## config.mk

```make
export PLATFORM = sky130hd
export DESIGN_NAME = atomic_sequencer_flat
export DESIGN_NICKNAME = d
export VERILOG_FILES = /design/src/rtl/atomic_sequencer_if.sv /design/src/rtl/atomic_sequencer.sv /design/src/flat_wrapper.sv
export SDC_FILE = /design/constraint.sdc
export NUM_CORES = 1
export LEC_CHECK = 0
export BUFFER_PORTS_ARGS = -buffer_cell sky130_fd_sc_hd__buf_2
export CAP_MARGIN = 20
export CORE_UTILIZATION = 27
export CTS_BUF_LIST = sky130_fd_sc_hd__clkbuf_2
export CTS_CLUSTER_SIZE = 10
export DETAILED_ROUTE_END_ITERATION = 12
export PLACE_DENSITY = 0.55
export REMOVE_ABC_BUFFERS = 1
export SLEW_MARGIN = 10
export SYNTH_ARGS = -nofsm -noshare
export SYNTH_HDL_FRONTEND = slang
export SYNTH_SLANG_ARGS = --single-unit
export TNS_END_PERCENT = 20
```

## constraint.sdc

```tcl
create_clock -name clk -period 5.1 [get_ports clk]
set_clock_uncertainty 0.15 [all_clocks]
set_input_delay 0.255 -clock clk [delete_from_list [all_inputs] [get_ports clk]]
set_output_delay 0.255 -clock clk [all_outputs]
set_load 0.01 [all_outputs]
```

## src/rtl/atomic_sequencer_if.sv

```systemverilog
// atomic_sequencer_if: pipeline, data-memory and reservation-tracker signals
// of the atomic sequencer. The slave modport is the sequencer's view; the
// master modport is the view of the surrounding pipeline/memory/tracker.
interface atomic_sequencer_if #(
  parameter int unsigned XLEN = 32
);
  // Pipeline side
  logic            start;
  logic [4:0]      funct5;
  logic [XLEN-1:0] addr;
  logic [XLEN-1:0] src;
  logic            flush;
  logic            ready;
  logic            done;
  logic [XLEN-1:0] result;
  logic            illegal;
  logic            misaligned;
  // Data-memory port
  logic            mem_req;
  logic            mem_we;
  logic [XLEN-1:0] mem_addr;
  logic [XLEN-1:0] mem_wdata;
  logic            mem_ready;
  logic [XLEN-1:0] mem_rdata;
  // Reservation tracker
  logic            lr_valid;
  logic [XLEN-1:0] lr_addr;
  logic            sc_valid;
  logic [XLEN-1:0] sc_addr;
  logic            sc_success;

  modport slave (
    input  start, funct5, addr, src, flush, mem_ready, mem_rdata, sc_success,
    output ready, done, result, illegal, misaligned,
           mem_req, mem_we, mem_addr, mem_wdata,
           lr_valid, lr_addr, sc_valid, sc_addr
  );

  modport master (
    output start, funct5, addr, src, flush, mem_ready, mem_rdata, sc_success,
    input  ready, done, result, illegal, misaligned,
           mem_req, mem_we, mem_addr, mem_wdata,
           lr_valid, lr_addr, sc_valid, sc_addr
  );
endinterface

```

## src/rtl/atomic_sequencer.sv

```systemverilog
// atomic_sequencer: multi-cycle RV32A/RV64A atomic controller (LR, SC, AMO*).
// Sequences the data-memory port through read/modify/write, drives the LR/SC
// reservation tracker and returns the rd value to the pipeline.
// Build option: define RV_AMO_MINMAX_EN to execute AMOMIN/MAX/MINU/MAXU;
// otherwise those encodings are reported as illegal.
module atomic_sequencer #(
  parameter int unsigned XLEN = 32
) (
  input  logic               clk,
  input  logic               reset,
  atomic_sequencer_if.slave  bus
);

  localparam int unsigned OFFW = $clog2(XLEN / 8);

  typedef enum logic [2:0] {
    S_IDLE,
    S_READ,
    S_WRITE,
    S_SC_CHK,
    S_DONE
  } state_e;

  typedef enum logic [4:0] {
    OP_ADD  = 5'b00000,
    OP_SWAP = 5'b00001,
    OP_LR   = 5'b00010,
    OP_SC   = 5'b00011,
    OP_XOR  = 5'b00100,
    OP_OR   = 5'b01000,
    OP_AND  = 5'b01100,
    OP_MIN  = 5'b10000,
    OP_MAX  = 5'b10100,
    OP_MINU = 5'b11000,
    OP_MAXU = 5'b11100
  } amo_op_e;

  state_e          state_q, state_d;
  logic [4:0]      op_q;
  logic [XLEN-1:0] addr_q;
  logic [XLEN-1:0] src_q;
  logic [XLEN-1:0] wdata_q;
  logic [XLEN-1:0] pend_q;
  logic [XLEN-1:0] result_q;
  logic [XLEN-1:0] amo_new;
  logic            ill_q;
  logic            mis_q;

  logic            start_ill;
  logic            start_mis;
  logic            accept;
  logic            rd_capture;
  logic            ready_int;
  logic            done_int;
  logic            mem_req_int;
  logic            mem_we_int;
  logic            lr_pulse;
  logic            sc_pulse;

  assign start_mis = |bus.addr[OFFW-1:0];

  // Decode whether the incoming funct5 is a supported atomic
  always_comb begin
    start_ill = 1'b1;
    case (bus.funct5)
      OP_ADD, OP_SWAP, OP_LR, OP_SC, OP_XOR, OP_OR, OP_AND: start_ill = 1'b0;
`ifdef RV_AMO_MINMAX_EN
      OP_MIN, OP_MAX, OP_MINU, OP_MAXU:                     start_ill = 1'b0;
`endif
      default:                                              start_ill = 1'b1;
    endcase
  end

  // New memory value from the old value (live read data) and rs2
  always_comb begin
    amo_new = src_q;
    case (op_q)
      OP_ADD:  amo_new = bus.mem_rdata + src_q;
      OP_XOR:  amo_new = bus.mem_rdata ^ src_q;
      OP_OR:   amo_new = bus.mem_rdata | src_q;
      OP_AND:  amo_new = bus.mem_rdata & src_q;
`ifdef RV_AMO_MINMAX_EN
      OP_MIN:  amo_new = ($signed(bus.mem_rdata) < $signed(src_q)) ? bus.mem_rdata : src_q;
      OP_MAX:  amo_new = ($signed(bus.mem_rdata) > $signed(src_q)) ? bus.mem_rdata : src_q;
      OP_MINU: amo_new = (bus.mem_rdata < src_q) ? bus.mem_rdata : src_q;
      OP_MAXU: amo_new = (bus.mem_rdata > src_q) ? bus.mem_rdata : src_q;
`endif
      default: amo_new = src_q;
    endcase
  end

  // State register
  always_ff @(posedge clk or posedge reset) begin
    if (reset) state_q <= S_IDLE;
    else       state_q <= state_d;
  end

  // Next-state and handshake outputs; flush gates every pulse combinationally
  always_comb begin
    state_d     = state_q;
    ready_int   = 1'b0;
    done_int    = 1'b0;
    mem_req_int = 1'b0;
    mem_we_int  = 1'b0;
    lr_pulse    = 1'b0;
    sc_pulse    = 1'b0;
    accept      = 1'b0;
    rd_capture  = 1'b0;
    case (state_q)
      S_IDLE: begin
        ready_int = 1'b1;
        if (bus.start) begin
          accept = 1'b1;
          if (start_mis || start_ill) state_d = S_DONE;
          else if (bus.funct5 == OP_SC) state_d = S_SC_CHK;
          else                          state_d = S_READ;
        end
      end
      S_READ: begin
        if (bus.flush) begin
          state_d = S_IDLE;
        end else begin
          mem_req_int = 1'b1;
          if (bus.mem_ready) begin
            rd_capture = 1'b1;
            if (op_q == OP_LR) begin
              lr_pulse = 1'b1;
              state_d  = S_DONE;
            end else begin
              state_d  = S_WRITE;
            end
          end
        end
      end
      S_WRITE: begin
        mem_req_int = 1'b1;
        mem_we_int  = 1'b1;
        if (bus.mem_ready) state_d = S_DONE;
      end
      S_SC_CHK: begin
        if (bus.flush) begin
          state_d = S_IDLE;
        end else begin
          sc_pulse = 1'b1;
          state_d  = bus.sc_success ? S_WRITE : S_DONE;
        end
      end
      S_DONE: begin
        done_int = ~bus.flush;
        state_d  = S_IDLE;
      end
      default: state_d = S_IDLE;
    endcase
  end

  // Operand latches, pending rd value and write data
  always_ff @(posedge clk or posedge reset) begin
    if (reset) begin
      op_q     <= '0;
      addr_q   <= '0;
      src_q    <= '0;
      wdata_q  <= '0;
      pend_q   <= '0;
      result_q <= '0;
      ill_q    <= 1'b0;
      mis_q    <= 1'b0;
    end else begin
      if (accept) begin
        op_q   <= bus.funct5;
        addr_q <= bus.addr;
        src_q  <= bus.src;
        ill_q  <= start_ill;
        mis_q  <= start_mis;
        pend_q <= '0;
      end
      if (rd_capture) begin
        pend_q  <= bus.mem_rdata;
        wdata_q <= amo_new;
      end
      if (sc_pulse) begin
        if (bus.sc_success) begin
          wdata_q <= src_q;
          pend_q  <= '0;
        end else begin
          pend_q  <= XLEN'(1);
        end
      end
      if (done_int) result_q <= pend_q;
    end
  end

  // The pending value is only exposed with done, so result stays put between dones
  assign bus.result     = done_int ? pend_q : result_q;
  assign bus.ready      = ready_int;
  assign bus.done       = done_int;
  assign bus.illegal    = done_int & ill_q;
  assign bus.misaligned = done_int & mis_q;
  assign bus.mem_req    = mem_req_int;
  assign bus.mem_we     = mem_we_int;
  assign bus.mem_addr   = addr_q;
  assign bus.mem_wdata  = wdata_q;
  assign bus.lr_valid   = lr_pulse;
  assign bus.lr_addr    = addr_q;
  assign bus.sc_valid   = sc_pulse;
  assign bus.sc_addr    = addr_q;

endmodule

```

## src/flat_wrapper.sv

```systemverilog
// flat-port wrapper written by rule: the top's interface ports become plain ports
module atomic_sequencer_flat 
#(
  parameter int unsigned XLEN = 32
)
  (clk, reset, bus_start, bus_funct5, bus_addr, bus_src, bus_flush, bus_mem_ready, bus_mem_rdata, bus_sc_success, bus_ready, bus_done, bus_result, bus_illegal, bus_misaligned, bus_mem_req, bus_mem_we, bus_mem_addr, bus_mem_wdata, bus_lr_valid, bus_lr_addr, bus_sc_valid, bus_sc_addr);
  atomic_sequencer_if #(.XLEN(XLEN)) bus_i ();
  input  logic clk;
  input  logic reset;
  input wire logic [$bits(bus_i.start)-1:0] bus_start;
  input wire logic [$bits(bus_i.funct5)-1:0] bus_funct5;
  input wire logic [$bits(bus_i.addr)-1:0] bus_addr;
  input wire logic [$bits(bus_i.src)-1:0] bus_src;
  input wire logic [$bits(bus_i.flush)-1:0] bus_flush;
  input wire logic [$bits(bus_i.mem_ready)-1:0] bus_mem_ready;
  input wire logic [$bits(bus_i.mem_rdata)-1:0] bus_mem_rdata;
  input wire logic [$bits(bus_i.sc_success)-1:0] bus_sc_success;
  output wire logic [$bits(bus_i.ready)-1:0] bus_ready;
  output wire logic [$bits(bus_i.done)-1:0] bus_done;
  output wire logic [$bits(bus_i.result)-1:0] bus_result;
  output wire logic [$bits(bus_i.illegal)-1:0] bus_illegal;
  output wire logic [$bits(bus_i.misaligned)-1:0] bus_misaligned;
  output wire logic [$bits(bus_i.mem_req)-1:0] bus_mem_req;
  output wire logic [$bits(bus_i.mem_we)-1:0] bus_mem_we;
  output wire logic [$bits(bus_i.mem_addr)-1:0] bus_mem_addr;
  output wire logic [$bits(bus_i.mem_wdata)-1:0] bus_mem_wdata;
  output wire logic [$bits(bus_i.lr_valid)-1:0] bus_lr_valid;
  output wire logic [$bits(bus_i.lr_addr)-1:0] bus_lr_addr;
  output wire logic [$bits(bus_i.sc_valid)-1:0] bus_sc_valid;
  output wire logic [$bits(bus_i.sc_addr)-1:0] bus_sc_addr;
  assign bus_i.start = bus_start;
  assign bus_i.funct5 = bus_funct5;
  assign bus_i.addr = bus_addr;
  assign bus_i.src = bus_src;
  assign bus_i.flush = bus_flush;
  assign bus_i.mem_ready = bus_mem_ready;
  assign bus_i.mem_rdata = bus_mem_rdata;
  assign bus_i.sc_success = bus_sc_success;
  assign bus_ready = bus_i.ready;
  assign bus_done = bus_i.done;
  assign bus_result = bus_i.result;
  assign bus_illegal = bus_i.illegal;
  assign bus_misaligned = bus_i.misaligned;
  assign bus_mem_req = bus_i.mem_req;
  assign bus_mem_we = bus_i.mem_we;
  assign bus_mem_addr = bus_i.mem_addr;
  assign bus_mem_wdata = bus_i.mem_wdata;
  assign bus_lr_valid = bus_i.lr_valid;
  assign bus_lr_addr = bus_i.lr_addr;
  assign bus_sc_valid = bus_i.sc_valid;
  assign bus_sc_addr = bus_i.sc_addr;
  atomic_sequencer #(.XLEN(XLEN)) u_core (.clk(clk), .reset(reset), .bus(bus_i));
endmodule
```

# == Yosys cells after proc, flatten, opt, wreduce, memory -nomap -nowiden ==
# Cells that the tools add are included.
# word_totals
reg_bits,170
word_cells,76
in_bits,107
out_inout_bits,168
# op_classes
n_mux,35
n_reduce_logical,8
bitwise,6
n_eq_ne,17
add_sub_neg,1
# ops
cell,n
two-way mux 32 bit,7
case mux 32 bit (4 select lines),1
adder 32 bit,1
AND 32 bit,1
OR 32 bit,1
XOR 32 bit,1
two-way mux 3 bit,8
"equality test 5 x 4 -> 1 bit, second input constant",4
two-way mux 1 bit,16
"equality test 5 x 2 -> 1 bit, second input constant",3
case mux 3 bit (4 select lines),1
"equality test 5 x 3 -> 1 bit, second input constant",2
logical NOT 5 bit,2
OR reduction 7 bit,1
"equality test 3 x 2 -> 1 bit, second input constant",2
"equality test 5 x 1 -> 1 bit, second input constant",1
"!= test 2 bit, second input constant",2
"equality test 3 x 1 -> 1 bit, second input constant",1
"equality test 3 bit, second input constant",1
logical NOT 3 bit,1
"!= test 3 bit, second input constant",1
AND reduction 3 bit,1
nonzero test 3 bit,1
AND 1 bit,2
5 further kinds,5

# == Depth between registers and ports, before layout ==
# depth
word_depth,7
depth_mapped,11

# == Worst setup path after synthesis ==
# OpenSTA, ideal clock, no wires.
# synth_path
path_type,register to register
startpoint,register u_core.src_q[8]
endpoint,register u_core.wdata_q[27] (netlist: u_core.bus.mem_wdata[27])
setup_slack_ns,2.346
arrival_time_ns,2.463
setup_time_ns,0.140
path_buffers,1
path_stages_with_launch,12
path_cell_list,dfrtp_1 inv_1 ha_1 buf_4 and3_1 and3_1 a2111o_1 o21ai_2 o21ai_2 or4_1 o2111ai_1 o211ai_1
# synth_via
elab_chain_cells,5
# synth_lines
item,line_no,source
from (decl),atomic_sequencer.sv:41,logic [XLEN-1:0] src_q;
from (signal assigned),atomic_sequencer.sv:171,src_q <= bus.src;
adder 32 bit *,atomic_sequencer.sv:78,OP_ADD: amo_new = bus.mem_rdata + src_q;
case mux 32 bit (4 select lines) *,atomic_sequencer.sv:77,case (op_q)
two-way mux 32 bit *,atomic_sequencer.sv:176,if (rd_capture) begin
two-way mux 32 bit,atomic_sequencer.sv:181,if (bus.sc_success) begin
two-way mux 32 bit *,atomic_sequencer.sv:180,if (sc_pulse) begin
to (signal assigned),atomic_sequencer.sv:178,wdata_q <= amo_new;
to (signal assigned),atomic_sequencer.sv:182,wdata_q <= src_q;
to (decl),atomic_sequencer.sv:42,logic [XLEN-1:0] wdata_q;
# Every way passes the cells marked *; elsewhere a longest branch is shown, timed or not.
# A chain may end at the register's enable or synchronous reset.

# == Worst setup path in the final report ==
# layout_path
startpoint,input port bus_mem_rdata[3]
endpoint,register u_core.wdata_q[28] (netlist: u_core.bus.mem_wdata[28])
# layout_via
elab_chain_cells,5
# layout_lines
item,line_no,source
from (decl),flat_wrapper.sv:16,input wire logic [$bits(bus_i.mem_rdata)-1:0] bus_mem_rdata;
adder 32 bit *,atomic_sequencer.sv:78,
case mux 32 bit (4 select lines) *,atomic_sequencer.sv:77,
two-way mux 32 bit *,atomic_sequencer.sv:176,
two-way mux 32 bit,atomic_sequencer.sv:181,
two-way mux 32 bit *,atomic_sequencer.sv:180,
# Marked as above.

==> metrics.csv <==
stage,metric,value,unit
pwr,Clk network pwr share,17.1,%
floorplan,Initial Util,27.4,%
yosys,sequential share of the synthesized area,41.2,%
routing,DR vias/cell,4.72,
clock_tree,clock buffer depth,2,
finish,Finished Cell Area,14200,um2
clock_tree,total CTS buffers,17,
pwr,pwr/cell area,305,nW/um2
yosys,most instantiated cells after synthesis,"dfrtp_1, nand2_1, inv_1",
hold_path,Worst Hold Class,in -> reg,
yosys,most common cell in the netlist,dfrtp_1,
clock_tree,clock sink count,170,
finish,area occupied by multi-input gates,5040,um2
clock_tree,PostCTS Resize Cnt,0,
critical_path,crit path launch,bus_mem_rdata[3],
yosys,Seq cells post-synth,170,
timing,final setup violation count,0,
finish,FF+latch area,4260,um2
timing,"Slew Viols, Final",0,
yosys,synthesized cell area,10300,um2
pwr,peak supply drop,0.000164,V
routing,DRC viols,0,
yosys,Yosys cell types,62,
routing,1st-iter DRT viols,478,
critical_path,crit start category,primary input,
floorplan,Die Span Y,198,um
yosys,synth warn,0,
yosys,number of synthesized flops with an enable pin,0,
timing,final period utilization,67.9,%
routing,"antenna viol nets, final",0,
global_routing,Overall Global Routing Usage,19.0,%
yosys,Synth area leaders,"dfrtp_1, ha_1, mux2_2, buf_4, o21ai_0",
clock_tree,Worst-path clk slew,230,ps
clock_tree,htree depth,4,
critical_path,CP Capture Type,register,
floorplan,Ports,275,
pwr,Comb pwr share,43.1,%
finish,Synth-to-Final Area Change,37.0,%
timing,slew margin rel.,35.4,%
clock_tree,later-pin clock latency in the skew report,840,ps
critical_path,Reg2Reg Depth,10,
yosys,Yosys top cell by area,dfrtp_1,
floorplan,core area,37700,um2
place,Placed Instance Area,11800,um2
clock_tree,CTS root buf,clkbuf_2,
global_routing,grt total ovfl,0,
yosys,synthesized instance count,1105,
pwr,internal power,2.57,mW
global_routing,initial antenna violation count,2,
critical_path,origin of the critical flop-to-flop path,u_core.src_q[7],
yosys,"Async S/R FF share, synth",100,%
finish,Layout fillers,3946,
routing,Vias,9599,
critical_path,CP arrival,4060,ps
pwr,switching share of power,40.4,%
pwr,Leak,6.96,nW
floorplan,row count,71,
critical_path,"critical path fanouts, max",5,
flow_run,MaxCap Viol Count,0,
place,routability cong.,0.857,
global_routing,pin count of the biggest net entering global routing,72,
routing,drt pass-1 iters,5,
global_routing,vias in the first global route,9816,
finish,layout cells sized above 1,24.8,%
critical_path,Worst Setup Path Type,in -> reg,
timing,final worst-path setup slack,1640,ps
clock_tree,Post-CTS Repair Setup Buffers,0,
timing,RSZ-0062 raised after global routing,no,
pwr,switching power total,1.74,mW
outcome,status,"complete, no violations",
clock_tree,CTS tree,done,
critical_path,r2r endpoint,u_core.bus.mem_wdata[28],
hold_path,hold endpoint,u_core.src_q[14],
timing,Period minus WS final,3460,ps
yosys,Synth top area share,41.2,%
place,detailed placer's ending HPWL,25700,um
hold_path,min-delay src,bus_src[14],
place,Port Buf Inserts,274,
floorplan,DIE AREA,39000,um2
place,Place WS,1880,ps
timing,TNS Setup,0,ps
timing,Final Hold Fails,0,
pwr,part of the power in registers,39.8,%
critical_path,worst path required time,5700,ps
timing,fmax,289,MHz
yosys,top_reg_cell synth,dfrtp_1,
routing,final wirelength,36400,um
critical_path,r2r setup slk,1780,ps
finish,"Net count, final",1680,
yosys,Mean Syn Cell Area,9.35,um2
hold_path,Cells on Worst Hold Path,4,
floorplan,Die Wd,198,um
timing,Worst Max-Slew Pin Slew,968,ps
global_routing,first-pass GRT wire length,56800,um
routing,drt wl/cell,17.9,um
## metrics by stage
stage	power (mW)	instances	hold slack [ps]	util [%]
2_1_floorplan	2.75	986	215	-
3_3_place_gp	3.41	1787	279	31.3
3_5_place_dp	3.41	1787	286	31.3
4_1_cts	4.34	2032	4.22	37.6
5_1_grt	4.61	2034	38.4	37.6
6_report	4.31	2034	110	37.6
## registers in the layout, summed over array words and instances, names as in the netlist
register and count:
u_core.result_q 32, u_core.bus.lr_addr 32, u_core.pend_q 32, u_core.state_q 3
u_core.op_q 5, u_core.bus.mem_wdata 32, u_core.ill_q 1, u_core.src_q 32
u_core.mis_q 1
## routing by layer
layer,routed length (um),part of all wire (%),track usage [%],vias to the layer above
met5,0,0,0,-
met4,430,1.2,4.82,0
met3,1860,5.1,3.60,23
met2,17300,48,31.9,299
met1,16800,46,25.0,4681
li1,-,-,-,4596
## power groups by stage
| stage | Clock [mW] | Combinational [mW] | Sequential, mW |
|---|---|---|---|
| finish | 0.736 | 1.86 | 1.72 |
| global route | 0.820 | 2.05 | 1.74 |
| CTS | 0.777 | 1.85 | 1.71 |
| detailed placement | 0 | 1.68 | 1.73 |
| global placement | 0 | 1.68 | 1.73 |
| floorplan | 0 | 0.912 | 1.84 |
## layout by cell type (no fill, tap or decap), types with 17 or more instances in the layout
master,instances
mux2_1,29
buf_2,274
mux2i_1,23
nor2_1,48
nand2_1,112
a221oi_1,17
dlygate4sd3_1,213
a21oi_1,60
o22ai_1,27
o21ai_1,20
inv_1,95
mux2_2,45
clkbuf_2,18
ha_1,64
dfrtp_1,169
o21ai_0,88
## worst max path at each step
| stage | to | slack [ps] | cells after the start |
|---|---|---|---|
| 6_report | u_core.bus.mem_wdata[28] | 1640 | 13 |
| 5_1_grt | u_core.pend_q[0] | 1570 | 8 |
| 2_1_floorplan | u_core.bus.lr_addr[0] | 90 | 1 |
| 3_3_place_gp | u_core.bus.mem_wdata[28] | 1910 | 10 |
| 4_1_cts | u_core.bus.mem_wdata[28] | 1790 | 10 |
| 3_5_place_dp | u_core.bus.mem_wdata[25] | 1880 | 6 |
## cells by family after synthesis
group / count (synthesis) / share of synthesized area [%]
AO/OA/AOI/OAI: 302 / 18.1
flip-flops: 170 / 41.2
XOR/XNOR: 21 / 1.78
AND/OR/NAND/NOR: 233 / 10.2
adder cells (fa/ha/maj): 65 / 7.95
multiplexers: 98 / 10.5
buffers and inverters: 216 / 10.3
## critical path: stages
cell	delay, ps
dlygate4sd3_1	530
buf_2	110
dlygate4sd3_1	540
inv_1	50
ha_1	360
a21oi_1	230
a21oi_1	170
o2111ai_1	330
a21oi_1	180
o31ai_1	650
a21oi_1	150
a2111oi_0	320
a221o_1	180
## cell type report
| cell class | instances | share of cell area (%) |
|---|---|---|
| clock inverter | 14 | 0.928 |
| antenna | 2 | 0.0354 |
| sequential | 170 | 30.1 |
| clock buffer | 18 | 0.637 |
| multi-input combinational | 719 | 35.6 |
| tap | 511 | 4.52 |
| timing repair buffer | 503 | 25.6 |
| inverter | 97 | 2.61 |
## repair_timing
action	in CTS	in global routing
endpoints found under the hold margin	210	0
hold buffers	213	0
setup endpoints to repair	0	0
Note: power is estimated with default switching activity, not from simulation.
